==> config.mk <==
export PLATFORM = sky130hd
export DESIGN_NAME = shift_reg_burst
export DESIGN_NICKNAME = d
export VERILOG_FILES = /design/src/rtl/shift_reg_burst.sv
export SDC_FILE = /design/constraint.sdc
export NUM_CORES = 1
export LEC_CHECK = 0
export ABC_CLOCK_PERIOD_IN_PS = 2400
export CORE_UTILIZATION = 40
export DETAILED_ROUTE_END_ITERATION = 10
export PLACE_DENSITY = 0.65
export SYNTH_ARGS = -nofsm -noshare
export SYNTH_HDL_FRONTEND = slang
export SYNTH_SLANG_ARGS = --single-unit
==> constraint.sdc <==
create_clock -name clk -period 2.4 [get_ports clk]
set_input_delay 0.36 -clock clk [delete_from_list [all_inputs] [get_ports clk]]
set_output_delay 0.36 -clock clk [all_outputs]
set_load 0.02 [all_outputs]
==> src/rtl/shift_reg_burst.sv <==
// Parametrised shift register with single-step shifting in six modes and a
// self-timed burst engine that shifts a programmed number of positions.
module shift_reg_burst #(
  parameter int WIDTH = 8,
  parameter int CNT_W = $clog2(WIDTH) + 1
) (
  input  logic             clk,
  input  logic             areset_n,
  input  logic             load,
  input  logic [WIDTH-1:0] data,
  input  logic             ena,
  input  logic [2:0]       mode,
  input  logic             sin_l,
  input  logic             sin_r,
  input  logic             start,
  input  logic [CNT_W-1:0] amount,
  output logic [WIDTH-1:0] q,
  output logic             shout,
  output logic             busy,
  output logic             done
);

  typedef enum logic {
    IDLE  = 1'b0,
    BURST = 1'b1
  } state_t;

  state_t             state_q, state_d;
  logic [WIDTH-1:0]   q_q, q_d;
  logic               shout_q, shout_d;
  logic [CNT_W-1:0]   cnt_q, cnt_d;
  logic [2:0]         burstMode_q, burstMode_d;
  logic               done_q, done_d;

  logic [2:0]         shiftMode;
  logic [WIDTH-1:0]   shiftQ;
  logic               shiftOut;

  // A burst must keep the mode latched at start, even if the live mode moves.
  always_comb begin
    shiftMode = (state_q == BURST) ? burstMode_q : mode;
    shiftQ    = q_q;
    shiftOut  = shout_q;
    case (shiftMode)
      3'b001: begin
        shiftQ   = {sin_l, q_q[WIDTH-1:1]};
        shiftOut = q_q[0];
      end
      3'b010: begin
        shiftQ   = {q_q[WIDTH-2:0], sin_r};
        shiftOut = q_q[WIDTH-1];
      end
      3'b011: begin
        shiftQ   = {q_q[0], q_q[WIDTH-1:1]};
        shiftOut = q_q[0];
      end
      3'b100: begin
        shiftQ   = {q_q[WIDTH-2:0], q_q[WIDTH-1]};
        shiftOut = q_q[WIDTH-1];
      end
      3'b101: begin
        shiftQ   = {q_q[WIDTH-1], q_q[WIDTH-1:1]};
        shiftOut = q_q[0];
      end
      default: begin
        shiftQ   = q_q;
        shiftOut = shout_q;
      end
    endcase
  end

  always_comb begin
    state_d     = state_q;
    q_d         = q_q;
    shout_d     = shout_q;
    cnt_d       = cnt_q;
    burstMode_d = burstMode_q;
    done_d      = 1'b0;
    case (state_q)
      IDLE: begin
        if (load) begin
          q_d = data;
        end else if (start) begin
          burstMode_d = mode;
          cnt_d       = amount;
          if (amount != '0) state_d = BURST;
          else              done_d  = 1'b1;
        end else if (ena) begin
          q_d     = shiftQ;
          shout_d = shiftOut;
        end
      end
      BURST: begin
        // A load aborts the burst silently: no done pulse.
        if (load) begin
          q_d     = data;
          cnt_d   = '0;
          state_d = IDLE;
        end else begin
          q_d     = shiftQ;
          shout_d = shiftOut;
          cnt_d   = cnt_q - CNT_W'(1);
          if (cnt_q == CNT_W'(1)) begin
            state_d = IDLE;
            done_d  = 1'b1;
          end
        end
      end
      default: state_d = IDLE;
    endcase
  end

  always_ff @(posedge clk or negedge areset_n) begin
    if (!areset_n) begin
      state_q     <= IDLE;
      q_q         <= '0;
      shout_q     <= 1'b0;
      cnt_q       <= '0;
      burstMode_q <= 3'b000;
      done_q      <= 1'b0;
    end else begin
      state_q     <= state_d;
      q_q         <= q_d;
      shout_q     <= shout_d;
      cnt_q       <= cnt_d;
      burstMode_q <= burstMode_d;
      done_q      <= done_d;
    end
  end

  assign q     = q_q;
  assign shout = shout_q;
  assign busy  = (state_q == BURST);
  assign done  = done_q;

endmodule

* After elaboration in Yosys (flattened, before gate mapping)
Cells that the tools add are included.
** Storage, ports and cells
- Memory bits (read-only) :: 0
- Memories :: 0
- Output and inout port bits :: 11
- Input bits :: 22
- Bits in writable memories :: 0
- Latch bits :: 0
- Flip-flop bits (word level) :: 18
** Operators by class
- Bitwise operators :: 2
- Eq/ne operators :: 13
- Order comparisons :: 0
- Add/subtract/negate cells :: 1
- Mux-type cells :: 29
- Reduce and logical (&&, ||, !) cells :: 7
- Div/mod/pow operators :: 0
- Multiply operators :: 0
- Shift operators :: 0
** Operators with widths (count)
- $pmux 8 s5 :: 1
- $mux 8 :: 4
- $pmux 8 s2 :: 1
- $mux 1 :: 14
- $mux 4 :: 3
- $ne 2x2->1 const B :: 5
- $pmux 1 s2 :: 4
- $pmux 4 s2 :: 1
- $eq 3x2->1 const B :: 2
- $eq 3x3->1 const B :: 2
- $ne 3x3->1 const B :: 2
- $eq 4x1->1 const B :: 1
- $reduce_and 2->1 :: 2
- $reduce_and 4->1 :: 1
- $reduce_bool 4->1 :: 1
- $sub 4x1->4 const B :: 1
- $eq 3x1->1 const B :: 1
- $mux 3 :: 1
- $reduce_and 3->1 :: 1
- $reduce_or 3->1 :: 1
- $not 1->1 :: 2
- $reduce_or 2->1 :: 1

* Depth between registers and ports, before layout
- Depth in word-level cells :: 8
- Gate-level depth with buffers :: 7
- Depth with buffers taken out :: 5

* Worst setup path after synthesis
OpenSTA, ideal clock, no wires.
- Kind :: reg2reg
- From :: reg state_q (netlist: busy)
- To :: reg q_q[7] (netlist: q[7])
- Cell stages (with the launch flop) :: 8
- Library setup time :: 0.086 ns
- Data required time :: 2.314 ns
- Buffers on the path :: 2
- Arrival time :: 1.850 ns
- Path slack :: 0.464 ns
- Cell sequence :: dfrtp_1 -> buf_6 -> buf_6 -> nor3b_1 -> o211ai_1 -> and3_2 -> or4_1 -> a32oi_1
** Between the ends
- Cells in the longest elaborated chain, start to end :: 7
- Elaborated cells on any way between the ends :: 16
** Ends and longest elaborated chain
- from (decl) :: line 28 : state_t state_q, state_d;
- from (signal assigned) :: line 122 : state_q <= state_d;
- $mux 3 :: line 41 : shiftMode = (state_q == BURST) ? burstMode_q : mode;
- $eq 3x3->1, or another cell as far along :: line 44 : case (shiftMode)
- $pmux 8 s5 :: line 44
- $mux 8 :: line 88 : end else if (ena) begin
- $mux 8 :: line 83 : end else if (start) begin
- $mux 8 :: line 81 : if (load) begin
- $pmux 8 s2 :: line 79 : case (state_q)
- to (signal assigned) :: line 123 : q_q <= q_d;
- to (decl) :: line 29 : logic [WIDTH-1:0] q_q, q_d;
Several ways; a longest one is shown, not always the timed one. The select of a mux whose other input is x is not followed.
A chain may end at the register's enable or synchronous reset.

* Final worst setup path
- From :: reg state_q (netlist: busy)
- To :: out busy
** RTL lines
- to (decl) :: line 19 : output logic busy,
No word-level cell between the ends.

==> flow_metrics.tcl <==
set metrics [dict create \
    grt_pass1_vias 1047 \
    cts-root-buf "clkbuf_4" \
    gr-usage-all-layers_pct 18.5 \
    ir_worst_vdd_v 0.000445 \
    place_inst 190 \
    drive_above_1_share_pct 11.0 \
    leakagePower_nw 0.682 \
    post_drt_via_cell_ratio 5.60 \
    synth_cell_types 35 \
    final_cells 194 \
    crit_chain "buf_4 -> clkdlybuf4s50_1" \
    grt_pass1_wl_microns 4640 \
    routabilityCongestion 0.798 \
    slew_violations 0 \
    cts.path.max_buffers 2 \
    drv_cap 0 \
    ys_ff_latch 18 \
    num_vias 1086 \
    fmax_mhz 462 \
    core.rowCount 19 \
    yosys_warnings 0 \
    post-route-period-util_pct 90.2 \
    syn-instance-count 130 \
    path_max_fanout 16 \
    critPathKind "reg -> out" \
    worstPathRequired_ns 2.04 \
    htreeDepth 1 \
    cts_tree "built" \
    p_per_area_nw_per_um2 684 \
    avgSynthCellArea_sq_um 9.15 \
    critPathArrivalTime_ns 1.80 \
    drt_iter0_markers 34 \
    first_pass_iters 4 \
    die_h_microns 56.5 \
    critPathCaptureType "output port" \
    fin_crit_ns 2.16 \
    drc 0 \
    crit_path_start_kind "flip-flop" \
    tightest_slew_ns 0.411 \
    start_util_pct 42.8 \
    grt_max_degree 26 \
    status "complete, no violations" \
    ios 33 \
    portBuffers 32 \
    syn_to_final_growth_pct 30.5 \
    hold_buffers 0 \
    critical_path.top_delay_family "buffers and inverters" \
    postCtsResizedCells 0 \
    coreArea_sq_um 2780 \
    cp_slowest_cell "clkdlybuf4s50_1" \
    die_x_microns 56.5 \
    fin_tns_setup_ns 0 \
    final_hold_viol_count 0 \
    diodes 0 \
    grt_antenna_before_repair 0 \
    synth.cell_area_sq_um 1190 \
    wirelength_microns 2690 \
    setup_viol 0 \
    clk_pin_slew_ns 0.10 \
    rsz0062_at_grt "no" \
    post-cts-setup-buffers 0 \
    clk_latency_ns 0.29 \
    die_area_sq_um 3200 \
    hold_path.class "in -> async" \
    max-slew-margin-rel_pct 72.6 \
    fin_skew_ns 0.00144 \
    wl_per_cell_microns 13.9 \
    synth_nets 154 \
    dp_hpwl_microns 2060 \
    cp_num_buf_inv 2 \
    critPathMaxStageDelay_ns 0.63 \
    cts_buffers 3 \
    synth_seq_area_share_pct 37.9 \
    clock-sinks 18 \
    grt.overflow.total 0 \
    fin_nets 188 \
    ant_nets 0 \
]
metal layers:
metal	vias to the layer above	part of all wire [%]	GRT usage (%)
met4	0	0.37	5.23
met3	2	5.1	3.00
met1	523	48	25.7
met5	-	0	0
li1	531	-	-
met2	30	47	29.6
per-stage QoR:
stage                     setup slack [ns]  total power [mW]  instance area (sq um)  utilization (%)  hold slack [ns]
after floorplan                      0.464             0.714                   1190                -           0.0644
after global placement               0.216             0.869                   1520             54.5            0.503
after detailed placement             0.185             0.880                   1520             54.5            0.521
after CTS                            0.198              1.07                   1550             55.8            0.378
after global routing                0.0884              1.15                   1550             55.8            0.389
final                                0.236              1.06                   1550             55.8            0.380
power breakdown:
| part | internal [mW] | switching (mW) | total, mW | leakage, nW |
|---|---|---|---|---|
| Sequential | 0.365 | 0.0726 | 0.438 | 0.222 |
| Clock | 0.0924 | 0.0956 | 0.188 | 0.0210 |
| Combinational | 0.226 | 0.210 | 0.436 | 0.440 |
area by class of cell:
cell class / count / area, sq um
fill: 280 / 1230
tap: 31 / 38.8
inverter: 4 / 15.0
clock buffer: 4 / 36.3
timing repair buffer: 37 / 358
sequential: 18 / 450
multi-input combinational: 100 / 654
state kept, by name (all words and copies together) (netlist names):
signal,flops
q,8
cnt_q,4
burstMode_q,3
busy,1
done,1
shout,1
kinds of logic after synthesis:
kind of cell	share of synthesized area, %
compound gates	17.7
xor+xnor	2.94
simple gates	21.8
buf+inv	7.15
flops	37.9
mux	10.5
fa+ha+maj	2.10
cell usage after synthesis:
library cell,instances,area [sq um]
a21oi_1,8,40.0
a22oi_1,1,7.51
a32oi_1,2,17.5
and3_2,1,7.51
and3b_1,2,17.5
buf_6,4,45.0
clkbuf_1,3,11.3
clkbuf_8,1,13.8
dfrtp_1,18,450
ha_1,2,25.0
inv_1,4,15.0
mux2_2,4,45.0
mux2i_1,8,80.1
nand2_1,22,82.6
nand2b_1,2,12.5
nand2b_4,1,13.8
nand3_1,2,10.0
nand3b_1,1,7.51
nor2_1,11,41.3
nor2b_4,1,13.8
nor3_1,1,5.00
nor3b_1,2,15.0
nor4_1,1,6.26
o211ai_1,3,22.5
o21ai_0,7,35.0
o21bai_2,1,11.3
o221ai_1,6,52.6
o22ai_1,1,6.26
o31ai_1,1,7.51
o32a_1,1,10.0
or2_2,1,6.26
or3_1,2,12.5
or4_1,1,7.51
xnor2_1,2,17.5
xor2_1,2,17.5
worst reg2reg max path, delay by kind of cell (launching register included):
family | cells | cell delay [ns]
flip-flops | 1 | 0.54
AND/OR/NAND/NOR | 3 | 0.98
AO/OA/AOI/OAI | 2 | 0.30
placed cells by master (no fill, tap or decap), drive strengths merged, types with 5 or more instances in the layout:
cell / instances
o221ai: 6
clkdlybuf4s50: 32
nor2: 11
mux2i: 8
a21oi: 8
dfrtp: 18
o21ai: 7
nand2: 22
buf: 5
worst paths after layout:
| path | depth (start not counted) | from | to | slack [ns] |
|---|---|---|---|---|
| max reg2reg | 5 | busy | q[7] | 0.51 |
| min in group clk | 2 | shout | shout | 0.55 |
| min | 2 | areset_n | cnt_q[0] | 0.38 |
| max in group asynchronous | 2 | areset_n | q[4] | 1.83 |
| min reg2reg | 2 | shout | shout | 0.55 |
| max | 2 | busy | busy | 0.24 |
(Power assumes the default switching activity.)
